--- config.mk ---
export PLATFORM = sky130hd
export DESIGN_NAME = axis_slice_chain_flat
export DESIGN_NICKNAME = d
export VERILOG_FILES = /design/src/rtl/axis_slice_chain_if.sv /design/src/rtl/axis_slice_chain.sv /design/src/flat_wrapper.sv
export SDC_FILE = /design/constraint.sdc
export NUM_CORES = 1
export LEC_CHECK = 0
export CORE_UTILIZATION = 35
export DETAILED_ROUTE_END_ITERATION = 6
export PLACE_DENSITY = 0.72
export SKIP_LAST_GASP = 1
export SYNTH_ARGS = -nofsm -noshare
export SYNTH_HDL_FRONTEND = slang
export SYNTH_SLANG_ARGS = --single-unit
--- constraint.sdc ---
create_clock -name clk -period 1.3 [get_ports clk]
set_clock_uncertainty 0.05 [all_clocks]
set_input_delay 0.26 -clock clk [delete_from_list [all_inputs] [get_ports clk]]
set_output_delay 0.26 -clock clk [all_outputs]
set_load 0.01 [all_outputs]
--- src/rtl/axis_slice_chain_if.sv ---
// ============================================================================
// Module   : axis_if
// Brief    : AXI Stream handshake bundle (tvalid/tready/tdata) with manager
//            and subordinate modports.
// Revision : 1.0
// ============================================================================
`default_nettype none

interface axis_if #(
    parameter int TDATA_WIDTH = 8
);
    logic                   tvalid;
    logic                   tready;
    logic [TDATA_WIDTH-1:0] tdata;

    modport m (output tvalid, output tdata, input tready);
    modport s (input tvalid, input tdata, output tready);
endinterface

`default_nettype wire

--- src/rtl/axis_slice_chain.sv ---
// ============================================================================
// Module   : axis_slice_chain
// Brief    : Cascade of STAGES AXI Stream register slices (forward or skid)
//            with chain-wide flush, occupancy counter and empty flag.
// Revision : 1.0
// ============================================================================
`default_nettype none

module axis_slice_chain #(
    parameter int STAGES = 1,
    parameter int SKID   = 0
) (
    input  logic                                  clk,
    input  logic                                  rst,
    axis_if.m                                     axis_mif,
    axis_if.s                                     axis_sif,
    input  logic                                  invalidate,
    output logic [$clog2(STAGES*(SKID+1)+1)-1:0]  occupancy,
    output logic                                  empty
);

    localparam int c_cap         = STAGES * (SKID + 1);
    localparam int c_occ_w       = $clog2(c_cap + 1);
    localparam int c_tdata_width = $bits(axis_mif.tdata);

    if (STAGES < 1) begin : g_chk_stages
        $fatal(1, "axis_slice_chain: STAGES must be >= 1");
    end
    if (c_tdata_width <= 0) begin : g_chk_width_pos
        $fatal(1, "axis_slice_chain: TDATA_WIDTH must be > 0");
    end
    if ($bits(axis_sif.tdata) != c_tdata_width) begin : g_chk_width_eq
        $fatal(1, "axis_slice_chain: axis_sif/axis_mif TDATA_WIDTH differ");
    end

    // Each stage owns its own link signals so the ready chain never loops
    // back through a shared vector.
    for (genvar k = 0; k < STAGES; k++) begin : g_stage
        logic                     w_up_valid;
        logic [c_tdata_width-1:0] w_up_data;
        logic                     w_up_ready;
        logic                     w_dn_valid;
        logic [c_tdata_width-1:0] w_dn_data;
        logic                     w_dn_ready;

        if (k == 0) begin : g_first
            assign w_up_valid = axis_sif.tvalid;
            assign w_up_data  = axis_sif.tdata;
        end else begin : g_next
            assign w_up_valid = g_stage[k-1].w_dn_valid;
            assign w_up_data  = g_stage[k-1].w_dn_data;
        end

        if (k == STAGES - 1) begin : g_last
            assign w_dn_ready = axis_mif.tready;
        end else begin : g_inner
            assign w_dn_ready = g_stage[k+1].w_up_ready;
        end

        if (SKID == 0) begin : g_fwd
            logic                     r_valid;
            logic [c_tdata_width-1:0] r_data;

            always_ff @(posedge clk) begin
                if (rst) begin
                    r_valid <= 1'b0;
                    r_data  <= '0;
                end else if (invalidate) begin
                    r_valid <= 1'b0;
                end else if (w_up_ready) begin
                    r_valid <= w_up_valid;
                    if (w_up_valid) begin
                        r_data <= w_up_data;
                    end
                end
            end

            assign w_up_ready = !r_valid || w_dn_ready;
            assign w_dn_valid = r_valid;
            assign w_dn_data  = r_data;
        end else begin : g_skid
            logic                     r_m_valid;
            logic [c_tdata_width-1:0] r_m_data;
            logic                     r_s_valid;
            logic [c_tdata_width-1:0] r_s_data;
            logic                     w_in_fire;
            logic                     w_out_fire;

            assign w_in_fire  = w_up_valid && !r_s_valid;
            assign w_out_fire = r_m_valid && w_dn_ready;

            // Upstream ready comes only from the skid flag, so a full skid
            // entry blocks input even in a cycle where the output drains.
            always_ff @(posedge clk) begin
                if (rst) begin
                    r_m_valid <= 1'b0;
                    r_m_data  <= '0;
                    r_s_valid <= 1'b0;
                    r_s_data  <= '0;
                end else if (invalidate) begin
                    r_m_valid <= 1'b0;
                    r_s_valid <= 1'b0;
                end else if (!r_m_valid || w_out_fire) begin
                    if (r_s_valid) begin
                        r_m_valid <= 1'b1;
                        r_m_data  <= r_s_data;
                        r_s_valid <= 1'b0;
                    end else begin
                        r_m_valid <= w_in_fire;
                        if (w_in_fire) begin
                            r_m_data <= w_up_data;
                        end
                    end
                end else if (w_in_fire) begin
                    r_s_valid <= 1'b1;
                    r_s_data  <= w_up_data;
                end
            end

            assign w_up_ready = !r_s_valid;
            assign w_dn_valid = r_m_valid;
            assign w_dn_data  = r_m_data;
        end
    end

    assign axis_sif.tready = g_stage[0].w_up_ready;
    assign axis_mif.tvalid = g_stage[STAGES-1].w_dn_valid;
    assign axis_mif.tdata  = g_stage[STAGES-1].w_dn_data;

    logic               w_sif_fire;
    logic               w_mif_fire;
    logic [c_occ_w-1:0] r_occupancy;

    assign w_sif_fire = axis_sif.tvalid && axis_sif.tready;
    assign w_mif_fire = axis_mif.tvalid && axis_mif.tready;

    always_ff @(posedge clk) begin
        if (rst || invalidate) begin
            r_occupancy <= '0;
        end else if (w_sif_fire && !w_mif_fire) begin
            r_occupancy <= r_occupancy + 1'b1;
        end else if (!w_sif_fire && w_mif_fire) begin
            r_occupancy <= r_occupancy - 1'b1;
        end
    end

    assign occupancy = r_occupancy;
    assign empty     = (r_occupancy == '0);

`ifndef SYNTHESIS
    a_occ_cap: assert property (@(posedge clk) disable iff (rst)
        r_occupancy <= c_occ_w'(c_cap));
`endif

endmodule

`default_nettype wire

--- src/flat_wrapper.sv ---
// flat-port wrapper written by rule: the top's interface ports become plain ports
module axis_slice_chain_flat 
#(
    parameter int STAGES = 1,
    parameter int SKID   = 0
)
  (clk, rst, invalidate, occupancy, empty, axis_mif_tvalid, axis_mif_tdata, axis_mif_tready, axis_sif_tvalid, axis_sif_tdata, axis_sif_tready);
  axis_if #(.TDATA_WIDTH(8)) axis_mif_i ();
  axis_if #(.TDATA_WIDTH(8)) axis_sif_i ();
  input  logic clk;
  input  logic rst;
  input  logic invalidate;
  output logic [$clog2(STAGES*(SKID+1)+1)-1:0] occupancy;
  output logic empty;
  output wire logic [$bits(axis_mif_i.tvalid)-1:0] axis_mif_tvalid;
  output wire logic [$bits(axis_mif_i.tdata)-1:0] axis_mif_tdata;
  input wire logic [$bits(axis_mif_i.tready)-1:0] axis_mif_tready;
  input wire logic [$bits(axis_sif_i.tvalid)-1:0] axis_sif_tvalid;
  input wire logic [$bits(axis_sif_i.tdata)-1:0] axis_sif_tdata;
  output wire logic [$bits(axis_sif_i.tready)-1:0] axis_sif_tready;
  assign axis_mif_tvalid = axis_mif_i.tvalid;
  assign axis_mif_tdata = axis_mif_i.tdata;
  assign axis_mif_i.tready = axis_mif_tready;
  assign axis_sif_i.tvalid = axis_sif_tvalid;
  assign axis_sif_i.tdata = axis_sif_tdata;
  assign axis_sif_tready = axis_sif_i.tready;
  axis_slice_chain #(.STAGES(STAGES), .SKID(SKID)) u_core (.clk(clk), .rst(rst), .axis_mif(axis_mif_i), .axis_sif(axis_sif_i), .invalidate(invalidate), .occupancy(occupancy), .empty(empty));
endmodule
### After elaboration in Yosys (flattened, before gate mapping)

Index checks and enable logic that the tools add are counted.

* register bits: 10
* input port bits: 13
* output and inout bits: 12
* logic and storage cells: 21

* add/sub/neg operators: 2
* multiplexer cells: 2
* bitwise gates (word level): 2
* reduce and logical (&&, ||, !) cells: 12

Operators by type and width (count)
* $logic_and 1x1->1: 4
* $logic_not 1->1: 3
* $reduce_and 3->1: 1
* $logic_or 1x1->1: 2
* $mux 1: 2
* $not 1->1: 2
* $reduce_bool 2->1: 1
* $reduce_or 2->1: 1
* $add 1x1->1 const B: 1
* $sub 1x1->1 const B: 1

### Logic depth before layout (Yosys ltp)

Gate-level depths: netlist (run 1).

* depth in word-level cells: 7
* mapped depth: 5
* depth with buffers taken out: 4

### Worst setup path before layout (run 1)

Ideal clock, no wire load.

* path type: reg-to-output
* from: register u_core.g_stage[0].g_fwd.r_valid, in the netlist u_core.axis_mif.tvalid
* to: output port axis_sif_tready
* arrival time: 0.719 ns
* data required time: 0.990 ns
* slack: 0.271 ns
* cell stages (with the launch flop): 4
* path buffers: 1
* path through: dfxtp_1 and2b_1 buf_6 inv_8

* longest elaborated chain between the ends: 2

RTL lines
* start, declared: RTL line axis_slice_chain.sv:61 `logic r_valid;`
* start signal, assigned: RTL line axis_slice_chain.sv:71 `r_valid <= w_up_valid;`
* $logic_not 1->1: RTL line axis_slice_chain.sv:78 `assign w_up_ready = !r_valid || w_dn_ready;`
* $logic_or 1x1->1: RTL line axis_slice_chain.sv:78
* end, declared: RTL line flat_wrapper.sv:20 `output wire logic [$bits(axis_sif_i.tready)-1:0] axis_sif_tready;`

No other way between the ends.

### Worst setup path in the final report (run 1)

Same ends and word-level chain as after synthesis.

==> results of run 1 <==
path summary, 6_finish.rpt:
path	from	endpoint	depth (start not counted)
worst max register to register	u_core.axis_mif.tvalid$_SDFFE_PP0P_	u_core.axis_mif.tdata[2]$_SDFFE_PP0P_	4
worst max-delay path	u_core.axis_mif.tvalid$_SDFFE_PP0P_	axis_sif_tready	3
worst min register to register	u_core.axis_mif.tdata[1]$_SDFFE_PP0P_	u_core.axis_mif.tdata[1]$_SDFFE_PP0P_	2
worst min-delay path	axis_mif_tready	u_core.occupancy$_SDFFE_PP0P_	4
kinds of logic after synthesis:
group           count (synthesis)  share of synthesized area [%]
compound gates                 18                          19.89
simple gates                   16                          28.23
flops                          10                          43.01
buf+inv                         5                          8.869
critical path, delay by kind of cell, from the launching register on:
kind                   cells  cell delay, ns
DFF                        1            0.31
buffers and inverters      2            0.16
and+or+nand+nor            1            0.23
timing repair:
item,in CTS,in global routing
gates resized for setup,16,2
hold buffers,0,0
endpoints found under the setup margin,12,10
gates cloned,0,0
cell usage after synthesis:
cell type / number / area (µm²)
sky130_fd_sc_hd__nand3b_1: 1 / 7.510
sky130_fd_sc_hd__and2b_1: 1 / 7.510
sky130_fd_sc_hd__nor2_1: 1 / 3.750
sky130_fd_sc_hd__nand3_1: 1 / 5.000
sky130_fd_sc_hd__inv_8: 1 / 11.26
sky130_fd_sc_hd__a21oi_1: 9 / 45.04
sky130_fd_sc_hd__nand3_2: 8 / 80.08
sky130_fd_sc_hd__and3b_1: 1 / 8.760
sky130_fd_sc_hd__inv_1: 1 / 3.750
sky130_fd_sc_hd__buf_1: 1 / 3.750
sky130_fd_sc_hd__nand2b_1: 2 / 12.51
sky130_fd_sc_hd__dfxtp_1: 10 / 200.2
sky130_fd_sc_hd__buf_6: 2 / 22.52
sky130_fd_sc_hd__o21ai_1: 8 / 40.04
sky130_fd_sc_hd__nor2b_1: 1 / 6.260
sky130_fd_sc_hd__o21a_1: 1 / 7.510
per-stage QoR:
step	total power [mW]	setup WS, ns	hold slack (ns)
after floorplan	0.3934	0.2714	0.3338
after global placement	0.4814	-0.5914	0.4124
after detailed placement	0.4826	-0.5831	0.4267
after CTS	0.7581	-0.1831	0.4344
after global routing	0.7815	-0.01123	0.4480
final	0.7509	0.01682	0.3990
layer usage:
| metal | global-route usage (%) | vias to the layer above |
|---|---|---|
| met1 | 21.71 | 218 |
| met3 | 1.744 | 2 |
| li1 | - | 237 |
| met5 | 0 | - |
| met4 | 10.34 | 0 |
| met2 | 26.27 | 14 |
power groups by stage:
stage	sequential (mW)	combinational [mW]	clock (mW)
2_1_floorplan	0.342	0.0518	0
3_3_place_gp	0.334	0.147	0
3_5_place_dp	0.335	0.148	0
4_1_cts	0.327	0.137	0.295
5_1_grt	0.328	0.147	0.306
6_report	0.326	0.136	0.289
state kept, by name (all words and copies together), names as in the netlist:
register                cells
u_core.axis_mif.tvalid      1
u_core.axis_mif.tdata       8
u_core.occupancy            1
area by class of cell:
type                       count  share of cell area [%]
timing repair buffer          31                   35.98
multi-input combinational     34                   29.17
sequential                    10                   25.93
clock buffer                   4                   4.700
tap                           14                   2.269
inverter                       2                   1.945
==> metrics.txt, run 1 <==
startpoint kind of the worst setup timing path flop; Clock Path Buffers 2; RSZ-0062 raised after global routing true; drt first pass iters 3; Worst Tran Pin Value 0.3261 ns; cell internal pwr 0.5685 mW; Critical Path RT between 0.9 and 1 ns; peak clock frequency supported by timing slightly below 800 MHz; TritonCTS clock tree yes; number of inserted diodes 0; net switching power 0.1825 mW; root buffer cell sky130_fd_sc_hd__clkbuf_4; routed metal-1 wire length ~500 µm; synthesized instance count 49; summed negative setup slack over all endpoints 0 ns; worst max-slew margin expressed relative to the limit 78.26%; Vias between 400 and 500; largest net degree at the start of global routing 10; number of max-slew violations in the final report 0; CTS H-tree lvls 1; Clock Power Share 38.4%; Die Wd about 38 µm; cell chain of the critical path and2b_2 -> inv_8 -> buf_2; CTS clk-pin slew, worst paths roughly 0.070 ns; initial cell density of the core 39.74%; R2R setup slack 0.20 ns; fill count 110; switching share of power 24.30%; utilization of the core after routing 65.92%; portion of total power attributed to sequential cells 43.5%; area of all placed cells without fillers just under 800 µm²; post-route insts no fill 95; CTS Buf Count 3; syn avg cell area ~9.5 µm²; worst endpoint data arrival time ~0.97 ns; die boundary height 38.47 µm; leakage power of the design between 0.3 and 0.4 nW; post-synth design cell area 465.4 µm²; number of distinct library cell variants in the gate-level netlist after synthesis 16; Setup violations, final 0; syn nets 62; met3 routed WL 35 µm; port buffer count 24; core region area 1171 µm²; Clk Latency, worst-skew pair 0.27 ns; slowest CP cell sky130_fd_sc_hd__dfxtp_1; area of the multi-input gates between 200 and 250 µm²; number of cells after detailed placement 91; sum of routed wire length over all layers between 1000 and 1500 µm; part of the Yosys area used for sequential elements between 40% and 50%; run status finished clean; Avg WL per Cell 11.44 µm; Area growth, synth to finish 65.86%; met2 layer wire length in the routed design about 550 µm; top-level I/O count 25; Post-CTS Setup Repair Bufs 0; Storage cell area about 200 µm²; pwr dens 972.7 nW/µm²; routability congestion estimate 0.6831; most frequent cells in the layout 11 x sky130_fd_sc_hd__clkdlybuf4s50_1, 10 x sky130_fd_sc_hd__dlygate4sd2_1, 10 x sky130_fd_sc_hd__dfxtp_1; period utilisation layout 98.71%; Final Net Count 95; Sink Count 10; worst hold path type in2reg; leading cell type in the layout, fill and taps excluded sky130_fd_sc_hd__clkdlybuf4s50_1; endpoint type of the worst setup path primary output; number of antenna violations at the first check in global routing 0; first-pass GRT wire length 1711 µm; reported max-cap violation count 0; Max IR drop VDD 500.9 µV; final antenna-violating net count 0; leftover overflow at the end of global routing 0; area of the die 1480 µm²; crit-path max FO 2; total of warnings raised by yosys 0; layout cells sized above 1 around 27%; post-layout minimum cycle time 1.283 ns; Overall Global Routing Usage 16.73%; Final Hold Viols 0; share of total power in combinational logic 18.1%; post-DR vias/cell slightly below 5; maximum single-stage delay on the critical path 0.31 ns; post-synthesis sequential element count 10; area after detailed placement about 750 µm²; Setup CP Type reg2out; Highest Signal Layer met4; post-DP HPWL 818.5 µm; vias in the first global route ~420; # rows 12; detailed-route DRC error count 0; number of violations reported at the end of detailed-routing iteration 0 3
Power figures use the tool's default switching activity.
==> run 2: changes to the inputs <==
--- a/config.mk
+++ b/config.mk
@@ -5,8 +5,9 @@
 export SDC_FILE = /design/constraint.sdc
 export NUM_CORES = 1
 export LEC_CHECK = 0
-export CORE_UTILIZATION = 35
+export CORE_AREA = 2 2 39 41
 export DETAILED_ROUTE_END_ITERATION = 6
+export DIE_AREA = 0 0 41 43
 export PLACE_DENSITY = 0.72
 export SKIP_LAST_GASP = 1
 export SYNTH_ARGS = -nofsm -noshare
==> run 2 against run 1 <==
  * Global-route usage down 1.5 points
  * Clock power fell by 26%
  * Fmax is 0.45% higher
  * Highest routed layer unchanged
==> metrics.txt, run 2 (synthesis gave the netlist of run 1 again) <==
run status finished clean; initial cell density of the core 33.63%; worst hold path type in2reg; vias in the first global route roughly 450; worst endpoint data arrival time just under 1 ns; final antenna-violating net count 0; Worst Tran Pin Value between 0.3 and 0.4 ns; Avg WL per Cell between 10 and 15 µm; Post-CTS Setup Repair Bufs 0; core region area around 1400 µm²; Die Wd 41 µm; Final Hold Viols 0; Vias 462; root buffer cell sky130_fd_sc_hd__clkbuf_4; drt first pass iters 4; most frequent cells in the layout 11 x sky130_fd_sc_hd__clkdlybuf4s50_1, 10 x sky130_fd_sc_hd__dlygate4sd2_1, 9 x sky130_fd_sc_hd__a21oi_1, 9 x sky130_fd_sc_hd__dfxtp_1; fill count roughly 140; number of cells after detailed placement 92; peak clock frequency supported by timing 782.8 MHz; reported max-cap violation count 0; CTS Buf Count 3; CTS clk-pin slew, worst paths 0.06 ns; end of the worst hold path u_core.occupancy$_SDFFE_PP0P_; period utilisation layout between 90% and 100%; startpoint kind of the worst setup timing path flop; pwr dens between 800 and 900 nW/µm²; post-DR vias/cell 4.863; sum of routed wire length over all layers 1094 µm; Sink Count 10; Critical Path RT 0.99 ns; crit-path max FO 2; CTS hold repair buffers 0; leftover overflow at the end of global routing 0; number of antenna violations at the first check in global routing 0; top-level I/O count 25; Storage cell area 201.4 µm²; R2R setup slack 0.21 ns; endpoint of the worst register-to-register path u_core.axis_mif.tdata[4]$_SDFFE_PP0P_; post-route insts no fill 95; number of inserted diodes 0; total power draw 0.6742 mW; number of flip-flops under the largest register name 8; Final Net Count 94; largest net degree at the start of global routing 10; post-DP HPWL 867.4 µm; Area growth, synth to finish 62.63%; area of the die 1763 µm²; area of the multi-input gates 227.7 µm²; leakage power of the design 0.3292 nW; Hold Path Origin axis_mif_tready; worst r2r path cells 4; CTS H-tree lvls 1; Hold Path Stages 4; port buffer count 24; routability congestion estimate 0.6837; summed negative setup slack over all endpoints 0 ns; first-pass GRT wire length 1814 µm; detailed-route DRC error count 0; # rows 14; leading cell type in the layout, fill and taps excluded sky130_fd_sc_hd__clkdlybuf4s50_1; Clock Path Buffers 2; endpoint type of the worst setup path primary output; Overall Global Routing Usage 15.26%; die boundary height 43 µm; reg2reg start u_core.axis_mif.tvalid$_SDFFE_PP0P_; Setup violations, final 0; number of max-slew violations in the final report 0; Clk Latency, worst-skew pair 0.26 ns; layout cells sized above 1 27.85%; Setup CP Type reg2out; number of violations reported at the end of detailed-routing iteration 0 4; TritonCTS clock tree yes; RSZ-0062 raised after global routing true; worst max-slew margin expressed relative to the limit between 70 and 80%; post-layout minimum cycle time 1.277 ns; Max IR drop VDD 432.3 µV
## run 2: cell types whose count changed in the layout (fill, tap and decap cells not counted)
cell	previous run	this run
sky130_fd_sc_hd__nor2b_2	0	1
sky130_fd_sc_hd__dfxtp_1	10	9
sky130_fd_sc_hd__nor2b_1	1	0
sky130_fd_sc_hd__buf_4	7	6
sky130_fd_sc_hd__dfxtp_2	0	1
sky130_fd_sc_hd__clkbuf_8	1	0
## run 2: per-stage QoR
step | hold WS (ns) | util (%) | setup WS [ns] | instance area (µm²)
detailed placement | 0.4271 | 53.80 | -0.5874 | 744.5
global route | 0.4411 | 54.70 | -0.02619 | 757.0
finish | 0.4136 | 54.70 | 0.02255 | 757.0
CTS | 0.4323 | 54.16 | -0.1819 | 749.5
global placement | 0.4151 | 53.80 | -0.5828 | 744.5
floorplan | 0.3338 | - | 0.2714 | 465.4
## run 2: power by group
group | switching, mW | internal, mW | total (mW)
clock | 0.106 | 0.107 | 0.213
combinational | 0.0573 | 0.0766 | 0.134
sequential | 0.00604 | 0.321 | 0.327
total | 0.170 | 0.505 | 0.674
## run 2: area by class of cell
type	instances	share of cell area (%)
clock buffers	3	2.975
flip-flops and latches	10	26.61
multi-input cells	34	30.08
inverters	2	1.983
repair buffers	30	35.70
well taps	16	2.645
## run 2: repair_timing
| item | CTS | global route |
|---|---|---|
| setup endpoints to repair | 12 | 11 |
| cloned | 0 | 0 |
| gates resized for setup | 16 | 4 |
## run 2: how the worst max path moves through the flow
stage,from,to,slack [ns],depth (start not counted)
global placement,axis_mif_tready,axis_sif_tready,-0.58,4
finish,u_core.axis_mif.tvalid$_SDFFE_PP0P_,axis_sif_tready,0.02,3
floorplan,u_core.axis_mif.tvalid$_SDFFE_PP0P_,axis_sif_tready,0.27,3
global route,u_core.axis_mif.tvalid$_SDFFE_PP0P_,axis_sif_tready,-0.03,3
CTS,axis_mif_tready,axis_sif_tready,-0.18,4
detailed placement,axis_mif_tready,axis_sif_tready,-0.59,4
## run 2: critical path, cell delays in order, from the launching register on
cell and delay (ns):
sky130_fd_sc_hd__dfxtp_1 0.31, sky130_fd_sc_hd__and2b_2 0.23, sky130_fd_sc_hd__inv_8 0.05, sky130_fd_sc_hd__buf_2 0.12
## run 2: metal layers
layer | vias to the layer above | global-route usage (%) | part of all wire [%]
li1 | 235 | - | -
met1 | 217 | 17.68 | 40
met2 | 8 | 23.75 | 57
met3 | 2 | 3.141 | 2.0
met4 | 0 | 10.00 | 1.3
met5 | - | 0 | 0
